$ cat config.mk
export PLATFORM = sky130hd
export DESIGN_NAME = reg_dump_reader
export DESIGN_NICKNAME = d
export VERILOG_FILES = /design/src/rtl/reg_dump_reader.sv
export SDC_FILE = /design/constraint.sdc
export NUM_CORES = 1
export LEC_CHECK = 0
export CORE_MARGIN = 5
export CORE_UTILIZATION = 37
export CTS_BUF_LIST = sky130_fd_sc_hd__clkbuf_8 sky130_fd_sc_hd__clkbuf_16
export DETAILED_ROUTE_END_ITERATION = 10
export PLACE_DENSITY = 0.74
export SYNTH_ARGS = -nofsm -noshare
export SYNTH_HDL_FRONTEND = slang
export SYNTH_SLANG_ARGS = --single-unit
$ cat constraint.sdc
create_clock -name clk -period 1.33 [get_ports clk]
set_input_delay 0.266 -clock clk [delete_from_list [all_inputs] [get_ports clk]]
set_output_delay 0.266 -clock clk [all_outputs]
set_load 0.02 [all_outputs]
$ cat src/rtl/reg_dump_reader.sv
// reg_dump_reader: walks the register file read port and streams each word with its index.
// Define REG_DUMP_SKIP_ZERO_EN to begin the walk at r1 instead of r0.
module reg_dump_reader #(
  parameter int NUM_REGS = 32,
  parameter int DATA_W   = 32
) (
  input  logic              clk,
  input  logic              clr,
  input  logic              start,
  input  logic              abort,
  output logic              busy,
  output logic              done,
  output logic [4:0]        rf_rd_addr,
  input  logic [DATA_W-1:0] rf_rd_data,
  output logic              out_valid,
  input  logic              out_ready,
  output logic [DATA_W-1:0] out_data,
  output logic [4:0]        out_idx,
  output logic              out_last
);

`ifdef REG_DUMP_SKIP_ZERO_EN
  localparam logic [4:0] FIRST = 5'd1;
`else
  localparam logic [4:0] FIRST = 5'd0;
`endif
  localparam logic [4:0] LAST = 5'(NUM_REGS - 1);

  typedef enum logic [1:0] {
    IDLE,
    READ,
    SEND,
    DONE
  } state_e;

  state_e            state_q, state_d;
  logic [4:0]        idx_q, idx_d;
  logic [DATA_W-1:0] data_q, data_d;
  logic [4:0]        oidx_q, oidx_d;
  logic              last_q, last_d;
  logic              valid_q, valid_d;

  always_ff @(posedge clk or negedge clr) begin
    if (!clr) begin
      state_q <= IDLE;
      idx_q   <= '0;
      data_q  <= '0;
      oidx_q  <= '0;
      last_q  <= 1'b0;
      valid_q <= 1'b0;
    end else begin
      state_q <= state_d;
      idx_q   <= idx_d;
      data_q  <= data_d;
      oidx_q  <= oidx_d;
      last_q  <= last_d;
      valid_q <= valid_d;
    end
  end

  always_comb begin
    state_d = state_q;
    idx_d   = idx_q;
    data_d  = data_q;
    oidx_d  = oidx_q;
    last_d  = last_q;
    valid_d = valid_q;
    unique case (state_q)
      IDLE: begin
        if (start) begin
          idx_d   = FIRST;
          state_d = READ;
        end
      end
      READ: begin
        data_d  = rf_rd_data;
        oidx_d  = idx_q;
        last_d  = (idx_q == LAST);
        valid_d = 1'b1;
        state_d = SEND;
      end
      SEND: begin
        if (out_ready) begin
          valid_d = 1'b0;
          if (last_q) begin
            state_d = DONE;
          end else begin
            idx_d   = idx_q + 5'd1;
            state_d = READ;
          end
        end
      end
      DONE: state_d = IDLE;
      default: state_d = IDLE;
    endcase
    // abort wins over a same-cycle handshake: that word is dropped
    if (abort && (state_q != IDLE)) begin
      state_d = IDLE;
      valid_d = 1'b0;
    end
  end

  assign busy       = (state_q != IDLE);
  assign done       = (state_q == DONE) && !abort;
  assign rf_rd_addr = idx_q;
  assign out_valid  = valid_q;
  assign out_data   = data_q;
  assign out_idx    = oidx_q;
  assign out_last   = last_q;

endmodule

==> flow_metrics.env, run 1 <==
export IMPL_numCtsBuffers=5
export IMPL_synth_compound_area_share_pct=2.66
export IMPL_yosys_warnings=0
export IMPL_clkLatencyLatePin_ns=0.30
export IMPL_peakVddDrop_mv=0.819
export IMPL_path_delay_family="flip-flops"
export IMPL_grt_max_degree=23
export IMPL_setup_violations=22
export IMPL_status="finished, violations left"
export IMPL_hold_path_class="in -> reg"
export IMPL_area_growth_syn_to_layout_pct=73.0
export IMPL_hold_violations=0
export IMPL_worstSetupPathType="reg -> reg"
export IMPL_violations="negative setup slack"
export IMPL_multi_input_area_um2=820
export IMPL_ys_seq_elements=46
export IMPL_fmax_ghz=0.727
export IMPL_required_ns=1.51
export IMPL_first_pass_iters=2
export IMPL_grt_pass1_vias=1568
export IMPL_start_util_pct=37.5
export IMPL_cp_common_cell="buf_6"
export IMPL_root_buffer="clkbuf_8"
export IMPL_clock_path_buffers=2
export IMPL_dieArea_mm2=0.00660
export IMPL_power_leakage_uw=0.00154
export IMPL_synth_nets=165
export IMPL_io_pins=83
export IMPL_ys_async_sr_fraction_pct=100
export IMPL_cp_startpoint="state_q[1]$_DFFE_PN0P_"
export IMPL_dieWidth_um=81.3
export IMPL_grt_antenna_before_repair=0
export IMPL_synth_top_family_by_area="multiplexers"
export IMPL_fin_ws_ns=-0.0452
export IMPL_cp_num_buf_inv=3
export IMPL_slew_viol_final=0
export IMPL_syn_cell_area_mm2=0.00188
export IMPL_antenna_cells=0
export IMPL_avgSynthCellArea_um2=14.9
export IMPL_drc=0
export IMPL_max_stage_delay_ns=0.41
export IMPL_muxShareOfSynthArea_pct=23.8
export IMPL_cp_arrival_ns=1.56
export IMPL_grt_pass1_wl_mm=8.04
export IMPL_drive_gt1_share_pct=39.2
export IMPL_coreArea_mm2=0.00501
export IMPL_clkTransAtPathRegs_ns=0.08
export IMPL_fin_skew_ns=0.00679
export IMPL_synthCells=126
export IMPL_dp_slack_ns=-0.489
export IMPL_relSlewSlack_pct=69.4
export IMPL_place_hpwl_mm=3.37
export IMPL_port_buffers=82
export IMPL_synthAdderAreaFrac_pct=1.33
export IMPL_ant_nets=0
export IMPL_grt_ovfl_total=0
export IMPL_hp_start="abort"
export IMPL_via_per_inst=4.71
export IMPL_grt_total_usage_pct=16.2
export IMPL_yosys_area_share_simple_pct=7.86
export IMPL_wire_per_inst_um=16.2
export IMPL_vias=1445
export IMPL_fillers=415
export IMPL_tns_ns=-0.485
export IMPL_critPathLaunchType="register"
export IMPL_cp_cell_sequence="buf_6, nand2b_4, buf_6, buf_16, mux2_4"
export IMPL_gp_congestion=0.726
export IMPL_seq_area_mm2=0.00115
export IMPL_ys_seq_area_share_pct=61.3
export IMPL_die_h_um=81.3
export IMPL_ctsHtreeMaxLevel=2
export IMPL_period_minus_slack_ns=1.38
export IMPL_std_cell_rows=26
export IMPL_tritoncts="yes"
export IMPL_finalCritPeriodShare_pct=103
export IMPL_synth_edf_count=0
export IMPL_cap_violations=0
export IMPL_crit_fanout=6
export IMPL_drt_iter0_markers=14
export IMPL_power_density_mw_per_mm2=1510
export IMPL_crit_path_end_kind="register"
export IMPL_rsz0062_at_grt="true"
export IMPL_nNetsFinal=275
export IMPL_rr_startpoint="state_q[1]$_DFFE_PN0P_"
export IMPL_synthXorXnorAreaFrac_pct=0.466
export IMPL_crit_slowest_cell="dfrtp_1"
export IMPL_cts_sinks=46
export IMPL_worst_pin_slew_ns=0.459
export IMPL_wirelength_mm=4.97
export IMPL_yosys_cell_types_count=25
export IMPL_synthFlopType="dfrtp_1"
==> cells in the mapped netlist, types with 2 or more instances <==
| cell type | n | area [um^2] |
|---|---|---|
| and3_1 | 2 | 12.5 |
| o21ai_1 | 4 | 20.0 |
| inv_1 | 2 | 7.51 |
| nand2b_1 | 6 | 37.5 |
| nand3_1 | 5 | 25.0 |
| mux2i_1 | 2 | 20.0 |
| mux2_1 | 15 | 169 |
| buf_2 | 3 | 15.0 |
| a21oi_1 | 2 | 10.0 |
| dfrtp_1 | 46 | 1150 |
| mux2_2 | 23 | 259 |
| buf_6 | 2 | 22.5 |
| ha_1 | 2 | 25.0 |
==> flip-flops by register name (all words and copies together) (netlist names) <==
| signal | cells |
|---|---|
| rf_rd_addr | 5 |
| out_idx | 5 |
| out_last | 1 |
| state_q | 2 |
| out_valid | 1 |
| out_data | 32 |
==> placed cells by master (no fill, tap or decap), types with 2 or more instances in the layout <==
cell / Yosys / layout
a21oi_1: 2 / 2
clkdlybuf4s50_1: 0 / 34
dlygate4sd2_1: 0 / 36
nand3_2: 0 / 2
buf_12: 0 / 2
nand2b_1: 6 / 5
buf_16: 0 / 2
mux2_4: 0 / 20
dfrtp_2: 0 / 3
buf_4: 0 / 15
clkinvlp_4: 0 / 2
inv_1: 2 / 2
clkdlybuf4s15_1: 0 / 5
o21ai_1: 4 / 4
mux2i_1: 2 / 2
buf_6: 2 / 8
dfrtp_1: 46 / 43
clkbuf_8: 0 / 5
mux2_2: 23 / 18
clkbuf_2: 0 / 2
ha_4: 0 / 2
nand3_1: 5 / 3
==> timing repair <==
item / CTS / global route
pin swaps: 2 / 4
endpoints found under the setup margin: 85 / 52
cloned: 4 / 0
gates resized for setup: 92 / 19
hold buffers: 1 / 0
setup buffers: 11 / 1
endpoints found under the hold margin: 16 / 0
==> where the power goes <==
group	internal, uW	total (uW)	switching, uW
clock	559	1040	481
sequential	1740	1920	178
combinational	1040	1950	912
total	3340	4910	1570
==> layout make-up <==
cell class	instances	area share [%]
flip-flops and latches	46	35.5
clock inverters	3	1.39
clock buffers	5	2.12
well taps	70	2.69
repair buffers	109	32.8
inverters	2	0.231
multi-input cells	72	25.2
==> stage by stage <==
step	std cells	cell area, um^2	power, uW	util [%]	hold WS (ns)
after global routing	307	3250	5180	64.9	0.154
after CTS	309	3270	5000	65.3	0.445
after detailed placement	285	2900	3830	57.9	0.236
after global placement	285	2900	3790	57.9	0.231
final	307	3250	4910	64.9	0.158
after floorplan	126	1900	2820	-	-0.0296
==> metal layers <==
metal | routed length, um | track usage, % | vias up
met1 | 2080 | 19.7 | 700
met5 | 0 | 0 | -
li1 | - | - | 673
met3 | 350 | 4.10 | 8
met4 | 100 | 6.42 | 0
met2 | 2440 | 27.4 | 64
==> worst paths after layout <==
kind	cells after the start	endpoint	slack, ns
hold reg to reg	1	out_data[5]$_DFFE_PN0N_	0.50
setup reg to reg	5	out_data[25]$_DFFE_PN0N_	-0.05
max in group asynchronous	3	rf_rd_addr[2]$_DFFE_PN0P_	0.39
hold / removal	2	state_q[1]$_DFFE_PN0P_	0.16
min in group asynchronous	2	out_last$_DFFE_PN0N_	0.44
setup / recovery	5	out_data[25]$_DFFE_PN0N_	-0.05
==> logic make-up (layout without fill, tap and decap cells) <==
kind of cell	count (synthesis)	after routing
mux	40	40
simple gates	20	20
flops	46	46
compound gates	9	9
fa+ha+maj	2	2
xor+xnor	1	1
buf+inv	8	119
(Power assumes the default switching activity.)
==> run 2: changes to the inputs <==
--- a/config.mk
+++ b/config.mk
@@ -5,8 +5,10 @@
 export SDC_FILE = /design/constraint.sdc
 export NUM_CORES = 1
 export LEC_CHECK = 0
+export CELL_PAD_IN_SITES_DETAIL_PLACEMENT = 1
+export CELL_PAD_IN_SITES_GLOBAL_PLACEMENT = 2
 export CORE_MARGIN = 5
-export CORE_UTILIZATION = 37
+export CORE_UTILIZATION = 24
 export CTS_BUF_LIST = sky130_fd_sc_hd__clkbuf_8 sky130_fd_sc_hd__clkbuf_16
 export DETAILED_ROUTE_END_ITERATION = 10
 export PLACE_DENSITY = 0.74
==> flow_metrics.env, run 2 (synthesized netlist as in run 1, its figures left out) <==
export IMPL_path_delay_family="buffers and inverters"
export IMPL_cp_arrival_ns=1.66
export IMPL_status="finished, violations left"
export IMPL_fin_skew_ns=0.00771
export IMPL_clock_path_buffers=2
export IMPL_power_uw=5030
export IMPL_holdPathStages=2
export IMPL_place_hpwl_mm=3.58
export IMPL_required_ns=1.51
export IMPL_vias=1468
export IMPL_violations="negative setup slack"
export IMPL_layout_common_cells="dfrtp_1, dlygate4sd2_1, clkdlybuf4s50_1, mux2_2, buf_4"
export IMPL_crit_slowest_cell="dfrtp_1"
export IMPL_hold_path_class="in -> reg"
export IMPL_grt_pass1_wl_mm=9.03
export IMPL_first_pass_iters=3
export IMPL_layout_commonest_cell="dfrtp_1"
export IMPL_ctsHtreeMaxLevel=2
export IMPL_cap_violations=0
export IMPL_crit_cells=6
export IMPL_grt_antenna_before_repair=0
export IMPL_hold_violations=0
export IMPL_cts_sinks=46
export IMPL_drt_iter0_markers=22
export IMPL_cp_cell_sequence="buf_6, nand2b_4, buf_12, buf_12, buf_16, mux2_4"
export IMPL_met2_length_mm=2.71
export IMPL_fmax_ghz=0.679
export IMPL_area_growth_syn_to_layout_pct=82.6
export IMPL_finalCritPeriodShare_pct=111
export IMPL_rsz0062_at_grt="true"
export IMPL_cp_num_buf_inv=4
export IMPL_fin_area_mm2=0.00343
export IMPL_crit_fanout=5
export IMPL_gp_congestion=0.706
export IMPL_grt_total_usage_pct=11.7
export IMPL_io_pins=83
export IMPL_drc=0
export IMPL_root_buffer="clkbuf_8"
export IMPL_tns_ns=-2.63
export IMPL_worst_pin_slew_ns=0.259
export IMPL_relSlewSlack_pct=82.7
export IMPL_cp_common_cell="buf_12"
export IMPL_grt_max_degree=47
export IMPL_worstSetupPathType="reg -> reg"
export IMPL_coreArea_mm2=0.00769
export IMPL_routed_top_layer="met4"
export IMPL_port_buffers=82
export IMPL_crit_path_end_kind="register"
export IMPL_largest_reg_flops=32
export IMPL_dieWidth_um=98.5
export IMPL_grt_pass1_vias=1663
export IMPL_peakVddDrop_mv=0.565
export IMPL_numCtsBuffers=5
export IMPL_die_h_um=98.5
export IMPL_slew_viol_final=0
export IMPL_wirelength_mm=5.54
export IMPL_antenna_cells=0
export IMPL_period_minus_slack_ns=1.47
export IMPL_clkLatencyLatePin_ns=0.29
export IMPL_power_density_mw_per_mm2=1470
export IMPL_fillers=799
export IMPL_via_per_inst=4.22
export IMPL_power_leakage_uw=0.00162
export IMPL_dieArea_mm2=0.00970
export IMPL_whs_ns=0.190
export IMPL_wl_met3_um=443
export IMPL_grt_ovfl_total=0
export IMPL_wl_met1_mm=2.35
export IMPL_critPathLaunchType="register"
export IMPL_reg2reg_depth=6
export IMPL_std_cell_rows=32
export IMPL_nNetsFinal=284
export IMPL_setup_violations=32
export IMPL_clkTransAtPathRegs_ns=0.09
export IMPL_final_util_pct=44.6
export IMPL_fin_ws_ns=-0.144
export IMPL_tritoncts="yes"
export IMPL_drive_gt1_share_pct=40.2
export IMPL_wire_per_inst_um=15.9
export IMPL_max_stage_delay_ns=0.40
export IMPL_place_area_mm2=0.00294
export IMPL_start_util_pct=24.4
export IMPL_ant_nets=0
[run 2: report_power, final]
| group | internal (uW) | leakage [uW] | switching [uW] |
|---|---|---|---|
| combinational | 1140 | 0.000997 | 950 |
| sequential | 1740 | 0.000558 | 170 |
| clock | 548 | 0.0000607 | 479 |
| total | 3430 | 0.00162 | 1600 |
[run 2: area by class of cell]
| cell class | instances | area, um^2 | share of cell area, % |
|---|---|---|---|
| Timing Repair Buffer | 118 | 1240 | 36.2 |
| Multi-Input combinational cell | 72 | 795 | 23.1 |
| Sequential cell | 46 | 1150 | 33.6 |
| Clock buffer | 5 | 68.8 | 2.01 |
| Tap cell | 102 | 128 | 3.72 |
| Clock inverter | 3 | 37.5 | 1.09 |
| Inverter | 2 | 7.51 | 0.219 |
[run 2: worst paths after layout]
check	from	end	slack (ns)
worst max-delay path	state_q[1]$_DFFE_PN0P_	out_data[2]$_DFFE_PN0N_	-0.14
worst min-delay path	abort	state_q[1]$_DFFE_PN0P_	0.19
worst max register to register	state_q[1]$_DFFE_PN0P_	out_data[2]$_DFFE_PN0N_	-0.14
worst min register to register	out_data[20]$_DFFE_PN0N_	out_data[20]$_DFFE_PN0N_	0.50
max in group asynchronous	clr	rf_rd_addr[0]$_DFFE_PN0P_	0.62
min in group asynchronous	clr	out_data[29]$_DFFE_PN0N_	0.48
[run 2: routing by layer]
| metal | vias up | track usage, % |
|---|---|---|
| met5 | - | 0 |
| met4 | 0 | 2.21 |
| met3 | 5 | 4.74 |
| met2 | 58 | 19.6 |
| met1 | 726 | 14.4 |
| li1 | 679 | - |
[run 2: stage by stage]
stage          setup slack, ns  std cells
3_3_place_gp            -0.525        317
3_5_place_dp            -0.564        317
4_1_cts                 -0.183        341
6_report                -0.144        348
2_1_floorplan          0.00652        126
5_1_grt                 -0.191        348
[run 2: timing repair]
item	CTS	global route
gates cloned	6	0
gates resized for setup	84	18
endpoints found under the setup margin	86	50
hold buffers	1	0
setup buffers	9	9
endpoints found under the hold margin	46	0
pin swaps	3	4
